$ cat config.mk
export PLATFORM = sky130hd
export DESIGN_NAME = soft_reset_ctrl
export DESIGN_NICKNAME = d
export VERILOG_FILES = /design/src/rtl/soft_reset_pkg.sv /design/src/rtl/soft_reset_ctrl_sat_counter.sv /design/src/rtl/soft_reset_ctrl.sv
export SDC_FILE = /design/constraint.sdc
export NUM_CORES = 1
export LEC_CHECK = 0
export CORE_ASPECT_RATIO = 2
export CORE_MARGIN = 2
export CORE_UTILIZATION = 45
export DETAILED_ROUTE_END_ITERATION = 7
export PLACE_DENSITY = 0.77
export SLEW_MARGIN = 20
export SYNTH_ARGS = -nofsm -noshare
export SYNTH_HDL_FRONTEND = slang
export SYNTH_SLANG_ARGS = --single-unit
$ cat constraint.sdc
create_clock -name clock_i -period 1.8 [get_ports clock_i]
set_input_delay 0.27 -clock clock_i [delete_from_list [all_inputs] [get_ports clock_i]]
set_output_delay 0.27 -clock clock_i [all_outputs]
set_load 0.01 [all_outputs]
$ cat src/rtl/soft_reset_pkg.sv
// Shared definitions for the soft-reset requester and reset monitor:
// FSM encoding, register map, default key and STATUS bit layout.
package soft_reset_pkg;

  typedef enum logic [2:0] {
    ST_IDLE         = 3'd0,
    ST_ACK          = 3'd1,
    ST_REQ          = 3'd2,
    ST_WAIT_ASSERT  = 3'd3,
    ST_WAIT_RELEASE = 3'd4
  } state_t;

  localparam logic [3:0] A_CTRL     = 4'h0;
  localparam logic [3:0] A_STATUS   = 4'h1;
  localparam logic [3:0] A_SOFT_CNT = 4'h2;
  localparam logic [3:0] A_LINK_CNT = 4'h3;
  localparam logic [3:0] A_DUR      = 4'h4;

  localparam logic [31:0] DEF_KEY = 32'h5EC0_0DE5;

  localparam int SB_BUSY   = 0;
  localparam int SB_HOLD   = 1;
  localparam int SB_BADKEY = 2;
  localparam int SB_TMO    = 3;
  localparam int SB_STATE  = 4;

  localparam int DUR_BITS = 24;

endpackage

$ cat src/rtl/soft_reset_ctrl_sat_counter.sv
// Saturating up-counter; clear (or reset) has priority over increment,
// and the count sticks at all-ones instead of wrapping.
module sat_counter #(
  parameter int W = 16
) (
  input  logic         i_clk,
  input  logic         i_rst,
  input  logic         i_inc,
  input  logic         i_clr,
  output logic [W-1:0] o_cnt
);

  logic [W-1:0] r_cnt;

  always_ff @(posedge i_clk) begin
    if (i_rst || i_clr) begin
      r_cnt <= '0;
    end else if (i_inc && !(&r_cnt)) begin
      r_cnt <= r_cnt + 1'b1;
    end
  end

  assign o_cnt = r_cnt;

endmodule

$ cat src/rtl/soft_reset_ctrl.sv
// Wishbone soft-reset requester and hold-reset monitor.
// Optional WAIT_ASSERT timeout: define SOFT_RESET_TIMEOUT_EN.
module soft_reset_ctrl
  import soft_reset_pkg::*;
#(
  parameter logic [31:0] KEY            = DEF_KEY,
  parameter int          TIMEOUT_CYCLES = 4096,
  parameter int          CNT_BITS       = 16
) (
  input  logic        clock_i,
  input  logic        reset_i,
  input  logic        wb_stb_i,
  input  logic        wb_we_i,
  input  logic [3:0]  wb_addr_i,
  input  logic [31:0] wb_data_i,
  output logic        wb_ack_o,
  output logic [31:0] wb_data_o,
  input  logic        hold_reset_i,
  input  logic        link_ok_i,
  output logic        soft_reset_o
);

  state_t r_state;
  state_t w_next;

  logic        r_ack;
  logic [31:0] r_rdata;
  logic        r_bad_key;
  logic        r_tmo;
  logic        r_link_q;
  logic [DUR_BITS-1:0] r_dur;

  logic w_acc, w_wr, w_ctrl_wr;
  logic w_key_wr, w_bad_wr, w_clr;
  logic w_soft_inc, w_link_inc;
  logic w_dur_inc, w_dur_clr, w_dur_done;
  logic w_to_hit, w_busy;
  logic [6:0]  w_status;
  logic [31:0] w_rdata;
  logic [CNT_BITS-1:0] w_soft_cnt;
  logic [CNT_BITS-1:0] w_link_cnt;
  logic [DUR_BITS-1:0] w_dur_cnt;

  // An access is taken only while no ack is outstanding.
  assign w_acc     = wb_stb_i && !r_ack;
  assign w_wr      = w_acc && wb_we_i;
  assign w_ctrl_wr = w_wr && (wb_addr_i == A_CTRL);
  assign w_key_wr  = w_ctrl_wr && (wb_data_i == KEY);
  assign w_bad_wr  = w_ctrl_wr && (wb_data_i != KEY);
  assign w_clr     = w_wr && (wb_addr_i == A_SOFT_CNT);

  assign w_busy     = (r_state != ST_IDLE);
  assign w_soft_inc = w_key_wr && !w_busy;
  assign w_link_inc = r_link_q && !link_ok_i;

  // Duration counter holds zero until hold_reset_i is first seen.
  assign w_dur_clr = (r_state == ST_REQ) ||
                     ((r_state == ST_WAIT_ASSERT) && !hold_reset_i);
  assign w_dur_inc = hold_reset_i &&
                     ((r_state == ST_WAIT_ASSERT) ||
                      (r_state == ST_WAIT_RELEASE));
  assign w_dur_done = (r_state == ST_WAIT_RELEASE) && !hold_reset_i;

`ifdef SOFT_RESET_TIMEOUT_EN
  localparam int TW = $clog2(TIMEOUT_CYCLES + 1);
  logic [TW-1:0] r_to_cnt;

  always_ff @(posedge clock_i) begin
    if (reset_i || (r_state != ST_WAIT_ASSERT)) begin
      r_to_cnt <= '0;
    end else begin
      r_to_cnt <= r_to_cnt + 1'b1;
    end
  end

  assign w_to_hit = (r_state == ST_WAIT_ASSERT) && !hold_reset_i &&
                    (r_to_cnt == TW'(TIMEOUT_CYCLES - 1));
`else
  assign w_to_hit = 1'b0;
`endif

  sat_counter #(.W(CNT_BITS)) u_soft_cnt (
    .i_clk (clock_i),
    .i_rst (reset_i),
    .i_inc (w_soft_inc),
    .i_clr (w_clr),
    .o_cnt (w_soft_cnt)
  );

  sat_counter #(.W(CNT_BITS)) u_link_cnt (
    .i_clk (clock_i),
    .i_rst (reset_i),
    .i_inc (w_link_inc),
    .i_clr (w_clr),
    .o_cnt (w_link_cnt)
  );

  sat_counter #(.W(DUR_BITS)) u_dur_cnt (
    .i_clk (clock_i),
    .i_rst (reset_i),
    .i_inc (w_dur_inc),
    .i_clr (w_dur_clr),
    .o_cnt (w_dur_cnt)
  );

  always_ff @(posedge clock_i) begin
    if (reset_i) begin
      r_state <= ST_IDLE;
    end else begin
      r_state <= w_next;
    end
  end

  always_comb begin
    w_next = r_state;
    unique case (r_state)
      ST_IDLE: begin
        if (w_key_wr) w_next = ST_ACK;
      end
      ST_ACK: w_next = ST_REQ;
      ST_REQ: w_next = ST_WAIT_ASSERT;
      ST_WAIT_ASSERT: begin
        if (hold_reset_i) w_next = ST_WAIT_RELEASE;
        else if (w_to_hit) w_next = ST_IDLE;
      end
      ST_WAIT_RELEASE: begin
        if (!hold_reset_i) w_next = ST_IDLE;
      end
      default: w_next = ST_IDLE;
    endcase
  end

  always_comb begin
    w_status = '0;
    w_status[SB_BUSY]   = w_busy;
    w_status[SB_HOLD]   = hold_reset_i;
    w_status[SB_BADKEY] = r_bad_key;
    w_status[SB_TMO]    = r_tmo;
    w_status[SB_STATE +: 3] = r_state;
  end

  always_comb begin
    w_rdata = '0;
    case (wb_addr_i)
      A_STATUS:   w_rdata = 32'(w_status);
      A_SOFT_CNT: w_rdata = 32'(w_soft_cnt);
      A_LINK_CNT: w_rdata = 32'(w_link_cnt);
      A_DUR:      w_rdata = 32'(r_dur);
      default:    w_rdata = '0;
    endcase
  end

  always_ff @(posedge clock_i) begin
    if (reset_i) begin
      r_ack     <= 1'b0;
      r_rdata   <= '0;
      r_bad_key <= 1'b0;
      r_tmo     <= 1'b0;
      r_link_q  <= 1'b1;
      r_dur     <= '0;
    end else begin
      r_ack    <= w_acc;
      r_rdata  <= (w_acc && !wb_we_i) ? w_rdata : '0;
      r_link_q <= link_ok_i;
      if (w_clr) r_bad_key <= 1'b0;
      else if (w_bad_wr) r_bad_key <= 1'b1;
      if (w_clr) r_tmo <= 1'b0;
      else if (w_to_hit) r_tmo <= 1'b1;
      if (w_clr) r_dur <= '0;
      else if (w_dur_done) r_dur <= w_dur_cnt;
    end
  end

  assign wb_ack_o     = r_ack;
  assign wb_data_o    = r_rdata;
  assign soft_reset_o = (r_state == ST_REQ);

endmodule

==> qor.csv <==
metric;value;unit
run status;finished with violations;
violated checks;negative setup slack;
critical-path maximum fanout;5;
antenna violations before repair;0;
post-synth top area cell;dfxtp_1;
number of flops mapped to enable cells by yosys;0;
Syn Area/Cell;8.778;um^2
unrepaired setup endpoints after global routing;yes;
largest net degree at the start of global routing;36;
Critical Path AT;2.27;ns
M2 GR Usage;50.40;%
PortBufs;67;
Worst-path clk slew;0.07;ns
worst r2r path cells;7;
GR Util met3;4.551;%
number of max-cap violations;0;
setup tns final;-2.017;ns
reg2reg setup slack;-0.19;ns
crit path launch type;input pin;
number of H-tree levels;3;
synth top area cells;dfxtp_1, nand2_1, xnor2_1;
Die H;154.3;um
DP Cell Count;870;
Worst-Margin Slew;0.6562;ns
CTS Buf Count;9;
FMAX;0.5024;GHz
DR vias/cell;5.815;
clk sinks;110;
Hold WC Path Type;flip-flop to flip-flop;
DRC;0;
ys flop type;dfxtp_1;
initial cell density of the core;46.43;%
crit path launch;wb_data_i[16];
Synth Register Bits;110;
final cell count without fillers;907;
DRT Pass-1 Iters;6;
HP Start;r_dur[16]$_SDFFE_PP0P_;
Max Clock Skew;0.007244;ns
n_diodes;0;
max incr delay on CP;0.47;ns
routed len/inst;18.36;um
Top Ports;76;
CTS tree;done;
synth warn;0;
row count;54;
latest clock arrival within the worst-skew pair;0.35;ns
GP Congestion;0.8327;
critical path, cell by cell;clkdlybuf4s50_1 -> nor4b_2 -> nand4_2 -> a2111o_1 -> buf_6 -> or3_4 -> a21oi_2;
Cells after Synth;579;
r2r startpoint;r_state[2]$_SDFFE_PP0P_;
Leakage;2.737;nW
hpwl dp;10.95;mm
post-route cell area;7725;um^2
Worst Hold End;r_dur[16]$_SDFFE_PP0P_;
met1 Track Usage GR;24.57;%
Die X;79.15;um
CORE AREA;10950;um^2
first-pass GRT wire length;25.32;mm
worst setup path category;input pin to flip-flop;
Initial DRC Count;405;
cell depth of the worst min-delay path;2;
FILL cells;767;
Hold WS;0.4579;ns
Clock Root Buffer;clkbuf_16;
placed cell area;6777;um^2
Die ar.;12210;um^2
DRT Wirelength;16.65;mm
crit share post-route;110.6;%
sequential fraction of the synthesis area;43.33;%
post-synth cell types;63;
Via Count;5274;
R2R Path End;u_soft_cnt.o_cnt[4]$_SDFFE_PP0P_;
Layout Nets;807;
VDD IR max;0.7855;mV
total congestion overflow;0;
Slew Limit Fails;0;
CTS Buffer Depth;2;
Area Overhead vs Synth;51.99;%
Detail Route Antenna Nets;0;
endpoints failing setup;22;
layout cells sized above 1;33.64;%
Final WS setup;-0.1903;ns
most frequent cell after synthesis;dfxtp_1;
GRT Overall Usage;26.00;%
Required @ worst endpoint;2.08;ns
Hold Fails Final Rpt;0;
slowest cell on the critical path;a2111o_1;
global route hottest layer;met2;
post-synthesis cell area;5082;um^2
Rel. slew slack;56.25;%
number of global-route vias before repair;5372;
Synth async-reset ratio;0;%
top cell type's share of synthesized area;43.33;%
crit path capture type;flip-flop;
top cells by count, synth;dfxtp_1, nand2_1, nor2_1;
power per cell area;593.3;nW/um^2
Period minus WS final;1.990;ns
metal layers:
metal / vias up / wire, um
li1: 2441 / -
met1: 2544 / 5510
met2: 206 / 9453
met3: 83 / 712
met4: 0 / 974
met5: - / 0
cells by family after synthesis:
family,Yosys count,synth area share (%)
flops,110,43.33
fa+ha+maj,3,0.7386
buf+inv,56,5.416
xor+xnor,32,5.515
mux,5,0.9848
compound gates,116,16.47
other cells,1,0.07378
simple gates,256,27.47
cells in the final DEF, fill, tap and decap left out, types with 15 or more instances in the layout:
cell type | netlist | layout
a21oi_1 | 51 | 41
a222oi_1 | 15 | 15
buf_4 | 9 | 116
clkdlybuf4s50_1 | 0 | 52
dfxtp_1 | 110 | 95
inv_1 | 15 | 15
nand2_1 | 78 | 76
nand3_1 | 20 | 16
nand4_1 | 16 | 16
nor2_1 | 59 | 58
xnor2_1 | 30 | 26
what timing repair did:
action | in CTS | in global routing
setup endpoints to repair | 31 | 47
gates cloned | 5 | 0
hold buffers | 0 | 0
setup buffers | 12 | 8
gates resized for setup | 58 | 71
pin swaps | 29 | 27
sequential cells by signal, indices dropped and copies added, names as in the netlist:
signal	count
r_link_q	1
r_state	3
r_bad_key	1
u_dur_cnt.o_cnt	24
u_soft_cnt.o_cnt	16
wb_ack_o	1
r_dur	24
u_link_cnt.o_cnt	16
wb_data_o	24
final cells by class:
cell class | instances | area (um^2) | share of cell area (%)
multi-input combinational | 421 | 3156 | 40.85
sequential | 110 | 2231 | 28.88
timing repair buffer | 205 | 1837 | 23.78
clock buffer | 12 | 236.5 | 3.061
tap | 140 | 175.2 | 2.268
inverter | 15 | 56.30 | 0.7289
clock inverter | 4 | 33.78 | 0.4373
through the flow:
step           worst slack (ns)  utilization, %  power, W
4_1_cts                 -0.1592           67.41  0.004565
6_report                -0.1903           70.58  0.004583
3_5_place_dp            -0.5699           61.91  0.002782
3_3_place_gp            -0.5230           61.91  0.002773
5_1_grt                 -0.3343           70.58  0.004730
2_1_floorplan          -0.07889               -  0.002604
how the worst max path moves through the flow:
stage                                   endpoint  slack [ns]  cells past startpoint
2_1_floorplan   u_soft_cnt.o_cnt[5]$_SDFFE_PP0P_       -0.08                      5
3_3_place_gp    u_soft_cnt.o_cnt[5]$_SDFFE_PP0P_       -0.52                      6
3_5_place_dp    u_soft_cnt.o_cnt[9]$_SDFFE_PP0P_       -0.57                      7
4_1_cts         u_soft_cnt.o_cnt[4]$_SDFFE_PP0P_       -0.16                      7
5_1_grt        u_soft_cnt.o_cnt[11]$_SDFFE_PP0P_       -0.33                      7
6_report        u_soft_cnt.o_cnt[4]$_SDFFE_PP0P_       -0.19                      7
worst max-delay path, delay by kind of cell:
kind,cells,cell delay [ns]
simple gates,3,0.79
compound gates,2,0.62
buf+inv,2,0.59
power breakdown:
part | total [W] | switching [W] | internal, W
logic | 0.000289 | 0.000131 | 0.000158
clock network | 0.00186 | 0.000906 | 0.000949
registers | 0.00244 | 0.00000548 | 0.00243
total | 0.00458 | 0.00104 | 0.00354
No activity file was read; power rests on OpenSTA's default activity.
